[src/rtl/mem_wb_lsu.sv]
// mem_wb_lsu: memory-stage load/store responder for the 3-stage RV32I pipeline.
// Accepts the X stage's memory request, issues it on a valid/ready data-memory
// port with byte-lane alignment and write mask, waits for read data on loads,
// and extends the selected lane for writeback. Holds the front of the pipeline
// while a transaction is outstanding and aborts after TIMEOUT busy cycles.
//
// Ports:
//   clk, reset                  core clock, synchronous active-high reset
//   x_valid/x_is_load/x_is_store/x_funct3/x_addr/x_store_data/x_rd
//                               memory request from the X stage
//   dmem_req_valid/ready        request handshake; dmem_addr/we/din request payload
//   dmem_resp_valid/dmem_dout   read response
//   stall                       hold PC and X-stage registers
//   wb_valid/wb_rd/wb_data      load writeback (one-cycle pulse)
//   misalign                    one-cycle pulse: misaligned access dropped
//   err                         one-cycle pulse: timeout abort
module mem_wb_lsu #(
    parameter int TIMEOUT = 255
) (
    input  logic        clk,
    input  logic        reset,
    input  logic        x_valid,
    input  logic        x_is_load,
    input  logic        x_is_store,
    input  logic [2:0]  x_funct3,
    input  logic [31:0] x_addr,
    input  logic [31:0] x_store_data,
    input  logic [4:0]  x_rd,
    output logic        dmem_req_valid,
    input  logic        dmem_req_ready,
    output logic [31:0] dmem_addr,
    output logic [3:0]  dmem_we,
    output logic [31:0] dmem_din,
    input  logic        dmem_resp_valid,
    input  logic [31:0] dmem_dout,
    output logic        stall,
    output logic        wb_valid,
    output logic [4:0]  wb_rd,
    output logic [31:0] wb_data,
    output logic        misalign,
    output logic        err
);

    typedef enum logic [1:0] {IDLE, REQ, RESP} state_t;

    state_t      state;
    logic        is_load_q;
    logic [2:0]  funct3_q;
    logic [1:0]  lsb_q;
    logic [4:0]  rd_q;
    logic [31:0] cnt;

    logic mem_op, op_load, bad_align, accept, busy;
    logic store_done, resp_done, timeout_hit;

    // Byte-write mask for a store; undefined store encodings write nothing.
    function automatic logic [3:0] store_mask(input logic [2:0] f3, input logic [1:0] lsb);
        case (f3)
            3'b000:  return 4'b0001 << lsb;
            3'b001:  return lsb[1] ? 4'b1100 : 4'b0011;
            3'b010:  return 4'b1111;
            default: return 4'b0000;
        endcase
    endfunction

    // Replicate the store operand so every lane the mask may enable carries it.
    function automatic logic [31:0] store_lanes(input logic [2:0] f3, input logic [31:0] data);
        case (f3)
            3'b000:  return {4{data[7:0]}};
            3'b001:  return {2{data[15:0]}};
            default: return data;
        endcase
    endfunction

    // Halfword needs addr[0]=0, word needs addr[1:0]=0. Undefined load
    // encodings behave as LW, so they get the word check too.
    function automatic logic misaligned(input logic load, input logic [2:0] f3,
                                        input logic [1:0] lsb);
        logic half, word;
        half = (f3[1:0] == 2'b01) && (load || !f3[2]);
        word = (f3[1:0] == 2'b10 && (load || !f3[2])) || (load && f3[1:0] == 2'b11);
        return (half && lsb[0]) || (word && lsb != 2'b00);
    endfunction

    // Lane select and sign/zero extension; undefined load encodings return the word.
    function automatic logic [31:0] load_extend(input logic [2:0] f3, input logic [1:0] lsb,
                                                input logic [31:0] word);
        logic [31:0] shifted;
        logic [7:0]  b;
        logic [15:0] h;
        shifted = word >> {lsb, 3'b000};
        b       = shifted[7:0];
        h       = lsb[1] ? word[31:16] : word[15:0];
        case (f3)
            3'b000:  return {{24{b[7]}}, b};
            3'b100:  return {24'b0, b};
            3'b001:  return {{16{h[15]}}, h};
            3'b101:  return {16'b0, h};
            default: return word;
        endcase
    endfunction

    always_comb begin
        mem_op      = x_valid && (x_is_load || x_is_store);
        op_load     = x_is_load && !x_is_store;   // both set: store wins
        bad_align   = misaligned(op_load, x_funct3, x_addr[1:0]);
        accept      = (state == IDLE) && mem_op && !bad_align;
        busy        = (state != IDLE);
        store_done  = (state == REQ) && dmem_req_ready && !is_load_q;
        resp_done   = (state == RESP) && dmem_resp_valid;
        timeout_hit = (TIMEOUT != 0) && busy && (cnt == 32'(TIMEOUT - 1));
        // Release the X stage in the completing or aborting cycle so the next
        // op is presented to IDLE on the following cycle.
        stall       = !reset && (accept || (busy && !store_done && !resp_done && !timeout_hit));
    end

    always_ff @(posedge clk) begin
        if (reset) begin
            state          <= IDLE;
            is_load_q      <= 1'b0;
            funct3_q       <= 3'b000;
            lsb_q          <= 2'b00;
            rd_q           <= 5'd0;
            cnt            <= 32'd0;
            dmem_req_valid <= 1'b0;
            dmem_addr      <= 32'd0;
            dmem_we        <= 4'b0000;
            dmem_din       <= 32'd0;
            wb_valid       <= 1'b0;
            wb_rd          <= 5'd0;
            wb_data        <= 32'd0;
            misalign       <= 1'b0;
            err            <= 1'b0;
        end else begin
            wb_valid <= 1'b0;
            misalign <= 1'b0;
            err      <= 1'b0;
            case (state)
                IDLE: begin
                    cnt <= 32'd0;
                    if (accept) begin
                        is_load_q      <= op_load;
                        funct3_q       <= x_funct3;
                        lsb_q          <= x_addr[1:0];
                        rd_q           <= x_rd;
                        dmem_req_valid <= 1'b1;
                        dmem_addr      <= {x_addr[31:2], 2'b00};
                        dmem_we        <= op_load ? 4'b0000 : store_mask(x_funct3, x_addr[1:0]);
                        dmem_din       <= op_load ? 32'd0 : store_lanes(x_funct3, x_store_data);
                        state          <= REQ;
                    end else if (mem_op) begin
                        misalign <= 1'b1;
                    end
                end
                REQ: begin
                    cnt <= cnt + 32'd1;
                    if (store_done) begin
                        dmem_req_valid <= 1'b0;
                        state          <= IDLE;
                    end else if (timeout_hit) begin
                        dmem_req_valid <= 1'b0;
                        err            <= 1'b1;
                        state          <= IDLE;
                    end else if (dmem_req_ready) begin
                        dmem_req_valid <= 1'b0;
                        state          <= RESP;
                    end
                end
                RESP: begin
                    cnt <= cnt + 32'd1;
                    if (resp_done) begin
                        wb_valid <= 1'b1;
                        wb_rd    <= rd_q;
                        wb_data  <= load_extend(funct3_q, lsb_q, dmem_dout);
                        state    <= IDLE;
                    end else if (timeout_hit) begin
                        err   <= 1'b1;
                        state <= IDLE;
                    end
                end
                default: state <= IDLE;
            endcase
        end
    end

endmodule

[config.mk]
export PLATFORM = sky130hd
export DESIGN_NAME = mem_wb_lsu
export DESIGN_NICKNAME = d
export VERILOG_FILES = /design/src/rtl/mem_wb_lsu.sv
export SDC_FILE = /design/constraint.sdc
export NUM_CORES = 1
export LEC_CHECK = 0
export ABC_AREA = 0
export CAP_MARGIN = 10
export CORE_MARGIN = 2
export CORE_UTILIZATION = 47
export CTS_BUF_LIST = sky130_fd_sc_hd__clkbuf_16
export CTS_CLUSTER_DIAMETER = 100
export DETAILED_ROUTE_END_ITERATION = 7
export PLACE_DENSITY = 0.82
export SLEW_MARGIN = 20
export SYNTH_ARGS = -nofsm -noshare
export SYNTH_HDL_FRONTEND = slang
export SYNTH_SLANG_ARGS = --single-unit
[constraint.sdc]
create_clock -name clk -period 2.35 [get_ports clk]
set_input_delay 0.47 -clock clk [delete_from_list [all_inputs] [get_ports clk]]
set_output_delay 0.47 -clock clk [all_outputs]
set_load 0.01 [all_outputs]
==> impl_metrics.csv <==
group,metric,value,unit
status,outcome,"complete, but fails checks",
status,violations,"setup timing",
placement,hpwlAfterDp,14.50,mm
finish,area_growth,48.12,%
logic_synthesis,synth_edf_count,0,
route,route.detailed.drc,0,
logic_synthesis,synth_cell_types,67,
cts,numCtsBuffers,17,
cts,hold_buffers,0,
critical_path,crit_type,"register to primary output",
timing,timing.hold.ws,0.2847,ns
cts,cts_root_buffer,"clkbuf_16",
timing,setup_viol,1,
cts,clk_pin_slew,0.06,ns
power_and_ir_drop,power.total,7430,uW
critical_path,crit_chain,"inv_2 > ha_2 > and2_1 > or4_1 > a21oi_2 > buf_4",
placement,port_buffers,218,
die,initial_utilization,0.4781,
timing,setup_slack,-0.04644,ns
power_and_ir_drop,power-per-cell-area,727.4,nW/um^2
timing,fin_crit_sh,1.020,
logic_synthesis,yosysTopAreaCellShare,0.4413,
route,postRouteAntennaNets,0,
route,vias,6590,
cts,cts_tree,"built",
critical_path,worstPathMaxFanout,3,
cts,insertion_delay,0.43,ns
logic_synthesis,synth_commonest_cells,"152 x dfxtp_1, 133 x nand2_1, 62 x a21oi_1, 62 x nor2_1",
critical_path,start_kind,"register",
timing,finClkSkew,0.01016,ns
cts,htree_levels,4,
timing,worst_pin_slew,0.7470,ns
logic_synthesis,synth_top_cell_by_area,"dfxtp_1",
critical_path,slowest_stage,"or4_1",
grt,grt_max_degree,46,
logic_synthesis,synth.most_common_cell,"dfxtp_1",
grt,grt_usage,0.2533,
grt,first_global_vias,6530,
timing,hold_viol,0,
die,io_pins,221,
logic_synthesis,syn-cell-area,6895,um^2
logic_synthesis,avgSynthCellArea,8.909,um^2
route,drt-wirelength-per-cell,16.25,um
critical_path,crit_start,"state[0]$_SDFFE_PP0P_",
hold_path,holdPathStages,2,
timing,final_max_slew_viol_count,0,
die,rows,44,
logic_synthesis,ys_seq_area_frac,0.4413,
route,drt-initial-drc-count,351,
logic_synthesis,yosysWarnings,0,
logic_synthesis,synth_top_flop_cell,"dfxtp_1",
die,die_w,125.1,um
cts,clockBufferDepth,2,
die,core,14420,um^2
logic_synthesis,synth_cells,774,
power_and_ir_drop,p_leak,0.003573,uW
die,die_y,125.1,um
timing,fmax,417.3,MHz
finish,diodes,0,
logic_synthesis,synth.area.top_cells,"dfxtp_1 44%, nand2_1 7.2%, a21oi_1 4.5%",
placement,gp_congestion,0.8270,
grt,gr-total-overflow,0,
timing,tns,-0.04644,ns
critical_path,slowest_delay,0.48,ns
route,wirelength,19.89,mm
critical_path,r2r-start,"state[0]$_SDFFE_PP0P_",
critical_path,crit_required,1.88,ns
route,vias_per_cell,5.384,
critical_path,ff2ff_path_depth,8,
logic_synthesis,ys_ff_latch,152,
timing,rsz0062_at_grt,"true",
finish,fin_nets,1145,
die,die_area,15660,um^2
grt,antenna_found_initial,0,
hold_path,min_path_type,"primary input to register",
power_and_ir_drop,peakVddDrop,0.6386,mV
grt,grt_pass1_wl,32.49,mm
route,first_pass_iters,4,
logic_synthesis,async_flop_share,0,
hold_path,min_from,"reset",
critical_path,crit_arrival,1.93,ns
timing,fin_crit,2.396,ns
cts,clock-sinks,152,
finish,drive_gt1_frac,0.1692,
timing,slew_headroom,0.5008,
critical_path,end_kind,"primary output",
run,cap_violations,0,
==> routing by layer <==
layer  vias to the layer above  share of wire  GRT usage
met1                      3083           0.42     0.2972
li1                       3225              -          -
met2                       248           0.48     0.4325
met3                        34          0.077    0.07702
met5                         -              0          0
met4                         0          0.027     0.1026
==> final timing paths <==
kind / slack (ns) / endpoint
worst min register to register: 0.45 / wb_data[0]$_SDFFE_PP0P_
worst max-delay path: -0.05 / stall
worst min-delay path: 0.28 / cnt[0]$_SDFFE_PP0P_
worst max register to register: 0.19 / cnt[28]$_SDFFE_PP0P_
==> cell usage in the layout, fill, tap and decap left out, types with 4 or more instances in the layout <==
cell / synthesis / layout
nand2_1: 133 / 133
o2bb2ai_1: 16 / 16
nor3_1: 23 / 23
a211oi_2: 12 / 12
and4_1: 4 / 4
nand2b_1: 6 / 6
nand4_1: 6 / 6
mux2i_1: 24 / 24
o21ai_0: 21 / 21
xor2_1: 8 / 8
nand3b_1: 9 / 9
buf_12: 3 / 5
clkdlybuf4s50_1: 0 / 216
clkbuf_16: 0 / 17
xnor2_1: 18 / 18
nor4_1: 6 / 5
o221ai_1: 7 / 7
nor2_1: 62 / 61
mux2_2: 9 / 9
or3_1: 5 / 5
nand3_1: 10 / 10
o32a_1: 6 / 6
a22o_1: 16 / 16
a211oi_1: 8 / 8
and2_1: 4 / 4
buf_4: 5 / 66
a21oi_2: 27 / 27
a21oi_1: 62 / 61
inv_1: 16 / 15
clkinvlp_4: 0 / 4
dfxtp_1: 152 / 149
==> where the power goes <==
group          internal [uW]  leakage (uW)  total, uW  switching, uW
Clock                   1650      0.000277       2730           1080
Combinational            914       0.00206       1780            864
Sequential              2790       0.00124       2920            128
Total                   5350       0.00357       7430           2080
==> registers in the layout, indices dropped and copies added, names as in the netlist <==
| signal | count |
|---|---|
| cnt | 32 |
| dmem_din | 32 |
| wb_data | 32 |
| dmem_addr | 30 |
| rd_q | 5 |
| wb_rd | 5 |
| dmem_we | 4 |
| funct3_q | 3 |
| lsb_q | 2 |
| state | 2 |
| dmem_req_valid | 1 |
| err | 1 |
| is_load_q | 1 |
| misalign | 1 |
| wb_valid | 1 |
==> kinds of logic after synthesis <==
group | after synthesis | synth area share
simple gates | 295 | 0.2045
compound gates | 191 | 0.2040
flops | 152 | 0.4413
buf+inv | 69 | 0.05299
mux | 34 | 0.05280
xor+xnor | 26 | 0.03303
fa+ha+maj | 6 | 0.01089
other cells | 1 | 0.0005438
==> what timing repair did <==
| action | CTS | global route |
|---|---|---|
| setup buffers | 0 | 0 |
| gates resized for setup | 16 | 1 |
| pin swaps | 2 | 1 |
| setup endpoints to repair | 1 | 1 |
==> critical path, delay by kind of cell, from the launching register on <==
family                   cells  cell delay [ns]
AO/OA/AOI/OAI                1             0.13
AND/OR/NAND/NOR              2             0.64
adder cells (fa/ha/maj)      1             0.19
flip-flops                   1             0.35
buffers and inverters        2             0.20
==> layout make-up <==
cell class                 instances  area [um^2]
timing repair buffer             287         2758
clock inverter                    14        158.9
tap                              184        230.2
fill                            1117         4210
multi-input combinational        554         3535
clock buffer                      17        425.4
sequential                       152         3047
inverter                          16        60.06
==> metrics by stage <==
stage	setup WS (ns)	cells	instance area, um^2	utilization
after global placement	-0.4869	1193	9598	0.6654
after global routing	-0.1280	1224	10210	0.7081
after detailed placement	-0.4850	1193	9598	0.6654
final	-0.04644	1224	10210	0.7081
after floorplan	0.2463	775	6899	-
after CTS	-0.05520	1224	10210	0.7078
Note: power is estimated with default switching activity, not from simulation.
